## src/rtl/mem_pkg.sv

```systemverilog
// Shared encodings for the Memory2 / DCache access path.
package mem_pkg;

   // Access type, shared by memory_rw and cache_rw
   localparam logic [1:0] RW_NONE  = 2'b00;
   localparam logic [1:0] RW_READ  = 2'b01;
   localparam logic [1:0] RW_WRITE = 2'b10;

   // Access size, number_length[1:0]; 2'b11 behaves as a word
   localparam logic [1:0] SZ_BYTE = 2'b00;
   localparam logic [1:0] SZ_HALF = 2'b01;
   localparam logic [1:0] SZ_WORD = 2'b10;

   // Access controller states
   localparam logic [1:0] ST_IDLE  = 2'b00;
   localparam logic [1:0] ST_BUSY  = 2'b01;
   localparam logic [1:0] ST_DRAIN = 2'b10;
   localparam logic [1:0] ST_DONE  = 2'b11;

   // Natural alignment test: halves need addr[0]=0, words (and size 11) need addr[1:0]=0
   function automatic logic is_misaligned(input logic [1:0] size, input logic [1:0] addr_lo);
      logic mis;
      case (size)
         SZ_BYTE: mis = 1'b0;
         SZ_HALF: mis = addr_lo[0];
         default: mis = (addr_lo != 2'b00);
      endcase
      return mis;
   endfunction

endpackage

```

## src/rtl/mem_align.sv

```systemverilog
// Combinational data formatting for memory accesses: load lane extract with
// sign/zero extension, and store lane replication with byte strobes.
module mem_align
   import mem_pkg::*;
(
   input  logic        [1:0]  ld_size,
   input  logic               ld_unsigned,
   input  logic        [1:0]  ld_addr,
   input  logic        [31:0] ld_raw,
   output logic        [31:0] ld_data,
   input  logic        [1:0]  st_size,
   input  logic        [1:0]  st_addr,
   input  logic        [31:0] st_raw,
   output logic        [31:0] st_data,
   output logic        [3:0]  st_strb
);

   logic signed [7:0]  ld_byte;
   logic signed [15:0] ld_half;

   // Select the addressed byte/half lane and extend it to a full word
   always_comb begin
      ld_byte = '0;
      ld_half = '0;
      ld_data = ld_raw;
      case (ld_addr)
         2'd0:    ld_byte = ld_raw[7:0];
         2'd1:    ld_byte = ld_raw[15:8];
         2'd2:    ld_byte = ld_raw[23:16];
         default: ld_byte = ld_raw[31:24];
      endcase
      ld_half = ld_addr[1] ? ld_raw[31:16] : ld_raw[15:0];
      case (ld_size)
         SZ_BYTE: ld_data = ld_unsigned ? {24'b0, ld_byte} : {{24{ld_byte[7]}}, ld_byte};
         SZ_HALF: ld_data = ld_unsigned ? {16'b0, ld_half} : {{16{ld_half[15]}}, ld_half};
         default: ld_data = ld_raw;
      endcase
   end

   // Replicate the store operand across all lanes and enable only the addressed bytes
   always_comb begin
      st_data = st_raw;
      st_strb = 4'b1111;
      case (st_size)
         SZ_BYTE: begin
            st_data = {4{st_raw[7:0]}};
            st_strb = 4'b0001 << st_addr;
         end
         SZ_HALF: begin
            st_data = {2{st_raw[15:0]}};
            st_strb = 4'b0011 << st_addr;
         end
         default: begin
            st_data = st_raw;
            st_strb = 4'b1111;
         end
      endcase
   end

endmodule

```

## src/rtl/mem_access_ctrl.sv

```systemverilog
// Memory2 <-> DCache access sequencer: alignment/TLB checks, request/ready
// handshake with pipeline stall, flush draining and load/store formatting.
module mem_access_ctrl
   import mem_pkg::*;
(
   input  logic        clk,
   input  logic        rst,
   input  logic        req_valid,
   input  logic [1:0]  memory_rw,
   input  logic [2:0]  number_length,
   input  logic [31:0] v_addr,
   input  logic [31:0] store_data,
   input  logic        flush,
   input  logic        tlb_hit,
   input  logic [19:0] tlb_ppn,
   output logic [31:0] p_addr,
   output logic        p_addr_valid,
   output logic [1:0]  cache_rw,
   output logic [31:0] cache_write,
   output logic [3:0]  cache_wstrb,
   input  logic        cache_ready,
   input  logic [31:0] cache_read,
   output logic [31:0] mem_result,
   output logic        stall,
   output logic        excp_ale,
   output logic        excp_tlbr
);

   logic [1:0]  state;
   logic [1:0]  state_nxt;
   logic [31:0] p_addr_r;
   logic [1:0]  rw_r;
   logic [1:0]  size_r;
   logic        unsigned_r;
   logic [1:0]  addr_lo_r;
   logic [31:0] wdata_r;
   logic [3:0]  wstrb_r;
   logic [31:0] result_r;

   logic        is_mem;
   logic        access;
   logic        misaligned;
   logic        ale;
   logic        tlbr;
   logic        accept;
   logic        load_done;
   logic [31:0] ld_data;
   logic [31:0] st_data;
   logic [3:0]  st_strb;

   // The upper virtual address bits are replaced by the PPN and never needed here
   logic        unused_vpn;
   assign unused_vpn = ^v_addr[31:12];

   mem_align u_align (
      .ld_size     (size_r),
      .ld_unsigned (unsigned_r),
      .ld_addr     (addr_lo_r),
      .ld_raw      (cache_read),
      .ld_data     (ld_data),
      .st_size     (number_length[1:0]),
      .st_addr     (v_addr[1:0]),
      .st_raw      (store_data),
      .st_data     (st_data),
      .st_strb     (st_strb)
   );

   // Classify the Memory2 instruction while idle; ALE outranks TLB refill
   always_comb begin
      is_mem     = (memory_rw == RW_READ) || (memory_rw == RW_WRITE);
      access     = (state == ST_IDLE) && req_valid && is_mem && !flush;
      misaligned = is_misaligned(number_length[1:0], v_addr[1:0]);
      ale        = access && misaligned;
      tlbr       = access && !misaligned && !tlb_hit;
      accept     = access && !misaligned && tlb_hit;
      // A flush arriving together with ready discards the data just like DRAIN
      load_done  = (state == ST_BUSY) && cache_ready && !flush && (rw_r == RW_READ);
   end

   // Next-state logic; an issued cache request always runs to cache_ready
   always_comb begin
      state_nxt = state;
      case (state)
         ST_IDLE: begin
            if (accept) state_nxt = ST_BUSY;
         end
         ST_BUSY: begin
            if (cache_ready)
               state_nxt = flush ? ST_IDLE : ST_DONE;
            else if (flush)
               state_nxt = ST_DRAIN;
         end
         ST_DRAIN: begin
            if (cache_ready) state_nxt = ST_IDLE;
         end
         default: state_nxt = ST_IDLE;
      endcase
   end

   // State register, request latches captured at accept, and the load result register
   always_ff @(posedge clk) begin
      if (rst) begin
         state      <= ST_IDLE;
         p_addr_r   <= '0;
         rw_r       <= RW_NONE;
         size_r     <= '0;
         unsigned_r <= 1'b0;
         addr_lo_r  <= '0;
         wdata_r    <= '0;
         wstrb_r    <= '0;
         result_r   <= '0;
      end else begin
         state <= state_nxt;
         if (accept) begin
            p_addr_r   <= {tlb_ppn, v_addr[11:0]};
            rw_r       <= memory_rw;
            size_r     <= number_length[1:0];
            unsigned_r <= number_length[2];
            addr_lo_r  <= v_addr[1:0];
            wdata_r    <= st_data;
            wstrb_r    <= (memory_rw == RW_WRITE) ? st_strb : 4'b0000;
         end
         if (load_done) result_r <= ld_data;
      end
   end

   // Drive outputs from state and latches; everything reads 0 while reset is held
   always_comb begin
      p_addr       = '0;
      p_addr_valid = 1'b0;
      cache_rw     = RW_NONE;
      cache_write  = '0;
      cache_wstrb  = '0;
      mem_result   = '0;
      stall        = 1'b0;
      excp_ale     = 1'b0;
      excp_tlbr    = 1'b0;
      if (!rst) begin
         p_addr       = p_addr_r;
         p_addr_valid = (state == ST_BUSY) || (state == ST_DRAIN);
         cache_rw     = p_addr_valid ? rw_r : RW_NONE;
         cache_write  = wdata_r;
         cache_wstrb  = wstrb_r;
         mem_result   = result_r;
         stall        = accept || p_addr_valid;
         excp_ale     = ale;
         excp_tlbr    = tlbr;
      end
   end

endmodule

```

## config.mk

```make
export PLATFORM = sky130hd
export DESIGN_NAME = mem_access_ctrl
export DESIGN_NICKNAME = d
export VERILOG_FILES = /design/src/rtl/mem_pkg.sv /design/src/rtl/mem_align.sv /design/src/rtl/mem_access_ctrl.sv
export SDC_FILE = /design/constraint.sdc
export NUM_CORES = 1
export LEC_CHECK = 0
export ABC_AREA = 0
export CAP_MARGIN = 20
export CELL_PAD_IN_SITES_DETAIL_PLACEMENT = 1
export CELL_PAD_IN_SITES_GLOBAL_PLACEMENT = 1
export CORE_ASPECT_RATIO = 2
export CORE_UTILIZATION = 31
export CTS_BUF_LIST = sky130_fd_sc_hd__clkbuf_8
export DETAILED_ROUTE_END_ITERATION = 8
export GPL_ROUTABILITY_DRIVEN = 0
export PLACE_DENSITY = 0.85
export SLEW_MARGIN = 5
export SYNTH_ARGS = -nofsm -noshare
export SYNTH_HDL_FRONTEND = slang
export SYNTH_SLANG_ARGS = --single-unit
```

## constraint.sdc

```tcl
create_clock -name clk -period 1.9 [get_ports clk]
set_input_delay 0.38 -clock clk [delete_from_list [all_inputs] [get_ports clk]]
set_output_delay 0.38 -clock clk [all_outputs]
set_load 0.02 [all_outputs]
```

==> Implementation_results.wiki, run 1 <==
{| class="wikitable"
! Metric !! Value
|-
| Adder-Cell Fraction of Synth Area || 0.00911
|-
| Number of clock buffers inserted by TritonCTS || 9
|-
| Drt total wl || approximately 21,000 um
|-
| Cell area after technology mapping || between 0.005 and 0.006 sq mm
|-
| Effective utilization at floorplan || 0.318
|-
| Final instance count without filler cells || 1,170
|-
| Sequential fraction of the synthesis area || 0.390
|-
| Maximum number of pins on one net before global-route repair || just under 60
|-
| Largest vdd supply drop || between 0.3 and 0.4 mV
|-
| Post-DP HPWL || 16,500 um
|-
| Number of antenna violations at the first check in global routing || 3
|-
| Count of final setup violators || 0
|-
| FMAX || 533 MHz
|-
| Result of the run || finished clean
|-
| Internal || around 3.5 mW
|-
| Net switching fraction of the power || 0.292
|-
| First-pass GRT wire length || 32,100 um
|-
| Mapped Cells || between 700 and 800
|-
| Leading cell types by total area after synthesis || sky130_fd_sc_hd__dfxtp_1 (39%), sky130_fd_sc_hd__nor2b_1 (12%), sky130_fd_sc_hd__nand2_1 (12%)
|-
| Data arrival at the endpoint of the critical path || 1490 ps
|-
| Routed wire length per instance || about 18 um
|-
| Most frequent cells in the layout || sky130_fd_sc_hd__nand2_1 (168), sky130_fd_sc_hd__nor2b_1 (105), sky130_fd_sc_hd__dfxtp_1 (103), sky130_fd_sc_hd__clkdlybuf4s50_1 (98), sky130_fd_sc_hd__dlygate4sd2_1 (75)
|-
| Leftover overflow at the end of global routing || 0
|-
| Clock tree from TritonCTS || built
|-
| Vias || slightly below 6,000
|-
| Final net count || roughly 1,100
|-
| Reported max-cap violation count || 0
|-
| Final Hold Violating Endpoints || 0
|-
| Share of the clock period used by the worst path || 0.987
|-
| Height of the chip || around 190 um
|-
| Worst reg2reg endpoint || result_r[2]
|-
| CTS Buffer Depth || 2
|-
| Total Die Area || between 0.015 and 0.02 sq mm
|-
| Most frequent standard cell in the layout excluding fill and tap cells || sky130_fd_sc_hd__nand2_1
|-
| Number of nets in the synthesized netlist || approximately 850
|-
| Antenna-violating nets left || 0
|-
| Synth-to-Final Area Change || 56.8%
|-
| Buffer cell driving the clock tree root || sky130_fd_sc_hd__clkbuf_8
|-
| Total number of H-tree levels || 3
|-
| Number of distinct library cell variants in the gate-level netlist after synthesis || 40
|-
| Number of flip-flops and latches in the synthesized netlist || 107
|-
| Fraction of power consumed by sequential logic || 0.471
|-
| CTS Hold Bufs || 0
|-
| Pwr Density || around 570 mW/mm^2
|-
| Worst hold margin || 284 ps
|-
| Worst slew margin relative to its limit || 0.560
|-
| Pin slew with the least headroom to its limit || about 660 ps
|-
| Req. time, crit path || 1520 ps
|-
| Remaining routing DRC violations || 0
|-
| Clk sink count || 107
|-
| Per-instance average area after synthesis || about 7.7 sq um
|-
| Post-synth top area share || 0.390
|-
| Combinational power share || 0.218
|-
| Avg Vias per Cell || 5.02
|-
| Critical path launch point || state[1]
|-
| Hold/Removal Path Class || input pin to flip-flop
|-
| Register-to-register setup slack || 130 ps
|-
| Cell depth of the worst min-delay path || 3
|-
| First-pass DRT Iterations || 4
|-
| Simple-gate share of the synthesized area || 0.303
|-
| Worst hold endpoint || rw_r[1]
|-
| RSZ-0062 raised after global routing || true
|-
| Reg2reg start || state[1]
|-
| Largest clock skew in the final design || around 10 ps
|-
| Launch instance of the worst min-delay path || memory_rw[1]
|-
| Capturing element type of the critical path || primary output
|-
| Part of the total power dissipated in the clock network || 0.312
|-
| Complex-gate fraction of the synthesized area || 0.203
|-
| Leading area contributor after synthesis || sky130_fd_sc_hd__dfxtp_1
|-
| Clock transition at the register clock pins on the worst setup and hold paths after CTS || 110 ps
|-
| Dominant combinational cell family by area after synthesis || simple AND/OR/NAND/NOR gates
|-
| Total placed cells including tap cells || 1,147
|-
| All-Layer GR Usage || 0.237
|-
| Worst Path Class, Setup || flip-flop to primary output
|-
| Via count of the first global-routing pass || ~6,200
|-
| Largest driver fanout on the critical path || 4
|-
| Shortest period the worst path allows || 1870 ps
|-
| Net switching component of the power || approximately 1.4 mW
|-
| Mux cell area share after synthesis || 0.0412
|-
| Pleak || 3.95 nW
|-
| Number of violations reported at the end of detailed-routing iteration 0 || 146
|-
| Startpoint Class || flip-flop
|-
| Core outline area || 0.0173 sq mm
|-
| Clock latency on the worst-skew pair || 400 ps
|-
| Number of placement rows || 68
|-
| Boundary pin count || 233
|-
| Final number of max-transition violations || 0
|-
| XOR/XNOR Fraction of Synth Area || 0
|-
| Worst R2R Path Depth || 9
|-
| Ratio of cells with drive above 1 in the final layout || 0.150
|-
| Yosys synthesis warning count || 0
|-
| Input/output buffers || 212
|-
| Die extent in x || 96.1 um
|-
| Post-layout total power || between 4 and 5 mW
|}
[cell usage after synthesis (all sizes together)]
library cell  count
dfxtp           107
nor3b             2
mux2i            20
o21ai             8
o22ai             1
a21oi            69
a221oi            1
inv               7
mux2              2
nand3            14
o21bai           10
nand2           169
a22oi             8
o31a              1
o2111ai           1
a31o              7
nand2b            2
and2b             5
a311oi           16
buf              23
nor2             48
o2111a            1
nor4              2
nor2b           106
a21o              8
nor3              2
o211ai            5
a211oi           25
clkbuf           36
and2              2
ha                4
or2               1
a21boi            1
[cell families after synthesis]
family                   Yosys count
adder cells (fa/ha/maj)            4
buffers and inverters             66
AO/OA/AOI/OAI                    162
flip-flops                       107
AND/OR/NAND/NOR                  353
multiplexers                      22
[layout make-up]
cell class                      count  area [sq um]
Fill cell                        2099          8650
Inverter                            7          28.8
Antenna cell                        3          7.51
Tap cell                          210           263
Clock inverter                      7          83.8
Multi-Input combinational cell    541          3180
Clock buffer                        9           124
Sequential cell                   107          2150
Timing Repair Buffer              286          2780
[power groups by stage]
| stage | registers, mW | clock network (mW) | logic (mW) |
|---|---|---|---|
| after floorplan | 2.36 | 0 | 0.422 |
| after global placement | 2.37 | 0 | 0.974 |
| after detailed placement | 2.37 | 0 | 0.998 |
| after CTS | 2.32 | 1.60 | 1.07 |
| after global routing | 2.33 | 1.68 | 1.16 |
| final | 2.32 | 1.54 | 1.07 |
[worst max-delay path by stage]
stage / endpoint / cells past startpoint
after global placement: excp_ale / 8
after floorplan: excp_ale / 5
after global routing: stall / 5
final: cache_rw[0] / 5
after detailed placement: excp_ale / 8
after CTS: mem_result[5] / 2
[flip-flops by register name, summed over array words and instances (netlist names)]
register / flops
rw_r: 2
result_r: 32
unsigned_r: 1
p_addr_r: 32
state: 2
wdata_r: 32
wstrb_r: 4
size_r: 2
[through the flow]
step	instance area (sq um)	util	setup WS, ps	TNS (ps)
after floorplan	5520	-	-22.0	-22.0
after global placement	8320	0.482	-1050	-49000
after detailed placement	8320	0.482	-1080	-54430
after CTS	8510	0.493	0.568	0
after global routing	8620	0.499	-49.7	-154
final	8620	0.499	25.1	0
[routing by layer]
metal	up-vias	global-route usage	part of all wire	wire length [um]
met5	-	0	0	0
met3	51	0.0439	0.043	916
li1	2869	-	-	-
met2	172	0.451	0.56	11800
met4	0	0.158	0.061	1290
met1	2776	0.216	0.34	7140
[what timing repair did]
action                                  in CTS  in global routing
resized for setup                          135                 35
pin swaps                                    6                  2
setup buffers                                4                  1
endpoints found under the setup margin     148                 68
[worst max-delay path: stages (launching register included)]
cell                      delay [ps]
sky130_fd_sc_hd__dfxtp_2         350
sky130_fd_sc_hd__inv_2            50
sky130_fd_sc_hd__ha_4            250
sky130_fd_sc_hd__nor2b_4         170
sky130_fd_sc_hd__and2_4          160
sky130_fd_sc_hd__buf_6           110
(Power assumes the default switching activity.)
==> run 2, diff against run 1 <==
Settings changed: PLACE_DENSITY 0.85 to 0.93.
==> run 2 against run 1 <==
Fmax is 0.27% higher; flip-flop and latch count stayed put; utilization is 0.83 points lower; clock power is 6% lower; design area is 1.7% lower; critical path depth is 3 higher; largest cell class unchanged.
==> Implementation_results.wiki, run 2 (synthesized netlist as in run 1, its figures left out) <==
{| class="wikitable"
! Metric !! Value
|-
| Antenna-violating nets left || 0 (unchanged)
|-
| Wire length on met1 || 7380 um (was 7140 um)
|-
| Pleak || 4.00 nW (was 3.95 nW)
|-
| First-pass DRT Iterations || 4 (unchanged)
|-
| Pin slew with the least headroom to its limit || 471 ps (was 660 ps)
|-
| Critical Path Slowest Stage Cell || sky130_fd_sc_hd__ha_4 (was sky130_fd_sc_hd__dfxtp_2)
|-
| Number of placement rows || 68 (unchanged)
|-
| Number of antenna violations at the first check in global routing || 1 (was 3)
|-
| Input/output buffers || 212 (unchanged)
|-
| Detailed-routed wire length on met3 || 818 um (was 916 um)
|-
| CTS Buffer Depth || 2 (unchanged)
|-
| Delay of the slowest cell on the worst path || 190 ps (was 350 ps)
|-
| Maximum number of pins on one net before global-route repair || 58 (unchanged)
|-
| FMAX || 535 MHz (was 533 MHz)
|-
| Boundary pin count || 233 (unchanged)
|-
| Synth-to-Final Area Change || 54.2% (was 56.8%)
|-
| Share of the clock period used by the worst path || 0.984 (was 0.987)
|-
| Via count of the first global-routing pass || 6,209 (was 6,248)
|-
| Height of the chip || 190 um (unchanged)
|-
| Die extent in x || 96.1 um (unchanged)
|-
| Total Die Area || 0.0183 sq mm (unchanged)
|-
| Routed wire length per instance || 18.8 um (was 18.1 um)
|-
| Critical path, cell by cell || buf_8 > inv_4 > ha_4 > nor3b_2 > buf_4 > o2111ai_4 > o21bai_4 > buf_6 (was inv_2 > ha_4 > nor2b_4 > and2_4 > buf_6)
|-
| Core outline area || 0.0173 sq mm (unchanged)
|-
| Reported max-cap violation count || 0 (unchanged)
|-
| Pwr Density || 569 mW/mm^2 (was 573 mW/mm^2)
|-
| Top metal layer carrying routed signals || met4 (unchanged)
|-
| Largest vdd supply drop || 0.300 mV (about the same)
|-
| Post-DP HPWL || 16,600 um (was 16,500 um)
|-
| Total number of H-tree levels || 3 (unchanged)
|-
| Worst slew margin relative to its limit || 0.686 (was 0.560)
|-
| All-Layer GR Usage || 0.233 (was 0.237)
|-
| Leading registers by flop count || p_addr_r x32, result_r x32, wdata_r x32 (unchanged)
|-
| Clock transition at the register clock pins on the worst setup and hold paths after CTS || 100 ps (was 110 ps)
|-
| Bufs and invs on worst path || 4 (was 2)
|-
| Leftover overflow at the end of global routing || 0 (unchanged)
|-
| Data arrival at the endpoint of the critical path || 1490 ps (about the same)
|-
| Largest clock skew in the final design || 9.59 ps (was 10.2 ps)
|-
| Most frequent standard cell in the layout excluding fill and tap cells || sky130_fd_sc_hd__nand2_1 (unchanged)
|-
| Drt total wl || 21,700 um (was 21,200 um)
|-
| Post-layout total power || 4.82 mW (was 4.93 mW)
|-
| Most frequent cells in the layout || sky130_fd_sc_hd__nand2_1 (169), sky130_fd_sc_hd__nor2b_1 (105), sky130_fd_sc_hd__dfxtp_1 (104), sky130_fd_sc_hd__clkdlybuf4s50_1 (101), sky130_fd_sc_hd__a21oi_1 (69) (was sky130_fd_sc_hd__nand2_1 (168), sky130_fd_sc_hd__nor2b_1 (105), sky130_fd_sc_hd__dfxtp_1 (103), sky130_fd_sc_hd__clkdlybuf4s50_1 (98), sky130_fd_sc_hd__dlygate4sd2_1 (75))
|-
| Shortest period the worst path allows || 1870 ps (about the same)
|-
| Clk sink count || 107 (unchanged)
|-
| Number of clock buffers inserted by TritonCTS || 9 (unchanged)
|-
| Number of violations reported at the end of detailed-routing iteration 0 || 159 (was 146)
|-
| Worst Path Class, Setup || input pin to primary output (was flip-flop to primary output)
|-
| Buffer cell driving the clock tree root || sky130_fd_sc_hd__clkbuf_8 (unchanged)
|-
| Final number of max-transition violations || 0 (unchanged)
|-
| Fillers || 2,086 (was 2,099)
|-
| Avg Vias per Cell || 5.13 (was 5.02)
|-
| Capturing element type of the critical path || primary output (unchanged)
|-
| Clock tree from TritonCTS || built (unchanged)
|-
| Result of the run || finished clean (unchanged)
|-
| Req. time, crit path || 1520 ps (about the same)
|-
| Largest driver fanout on the critical path || 2 (was 4)
|-
| Count of final setup violators || 0 (unchanged)
|-
| Post-Route Utilization || 0.491 (was 0.499)
|-
| First-pass GRT wire length || 32,000 um (was 32,100 um)
|-
| Effective utilization at floorplan || 0.318 (unchanged)
|-
| CP delay by family, top || buffers and inverters (was flip-flops)
|-
| Ratio of cells with drive above 1 in the final layout || 0.144 (was 0.150)
|-
| RSZ-0062 raised after global routing || true (unchanged)
|-
| Hold/Removal Path Class || input pin to flip-flop (unchanged)
|-
| Remaining routing DRC violations || 0 (unchanged)
|-
| Startpoint Class || input pin (was flip-flop)
|-
| Metal2 WL || 12,100 um (was 11,800 um)
|-
| Final net count || 1,073 (was 1,083)
|-
| Clock latency on the worst-skew pair || 380 ps (was 400 ps)
|-
| Vias || 5,942 (was 5,868)
|-
| Final Hold Violating Endpoints || 0 (unchanged)
|}
## run 2: metrics by stage
stage | TNS (ps) | setup WS, ps | cell area [sq um] | hold slack, ps | std cells
3_5_place_dp | -55040 | -960 | 8170 | 442 | 1137
3_3_place_gp | -50680 | -962 | 8170 | 435 | 1137
4_1_cts | -37.3 | -37.3 | 8320 | 265 | 1154
6_report | 0 | 30.1 | 8470 | 296 | 1158
5_1_grt | -32.3 | -18.0 | 8470 | 288 | 1158
2_1_floorplan | -22.0 | -22.0 | 5520 | 427 | 714
## run 2: report_power, final
group / switching (mW) / total [mW] / internal (mW)
registers: 0.0307 / 2.32 / 2.29
clock network: 0.853 / 1.45 / 0.597
logic: 0.502 / 1.05 / 0.550
## run 2: worst paths after layout
kind	start	to	slack (ps)	cells past startpoint
setup reg to reg	state[1]	result_r[6]	160	9
hold reg to reg	p_addr_r[14]	p_addr_r[14]	450	2
hold / removal	memory_rw[1]	rw_r[1]	300	3
setup / recovery	memory_rw[0]	stall	30	8
## run 2: worst register-to-register path, delay by kind of cell, from the launching register on
kind	cells	cell delay, ps
buffers and inverters	4	490
AO/OA/AOI/OAI	1	260
flip-flops	1	340
adder cells (fa/ha/maj)	1	160
AND/OR/NAND/NOR	3	390
## run 2: layer usage
layer,global-route usage,up-vias
met2,0.448,196
li1,-,2846
met1,0.213,2834
met4,0.158,0
met5,0,-
met3,0.0339,66
## run 2: cell type report
cell class                 count  area [sq um]  share of cell area
inverter                       7          28.8             0.00340
clock inverter                 4          31.3             0.00369
multi-input combinational    541          3150               0.371
clock buffer                  12           165              0.0195
antenna                        1          2.50            0.000295
timing repair buffer         276          2690               0.317
sequential                   107          2150               0.254
tap                          210           263              0.0310
## run 2: what timing repair did
item,4_1_cts,5_1_grt
cloned,0,0
pin swaps,4,5
setup buffers,1,3
endpoints found under the setup margin,130,62
hold buffers,0,0
gates resized for setup,111,52
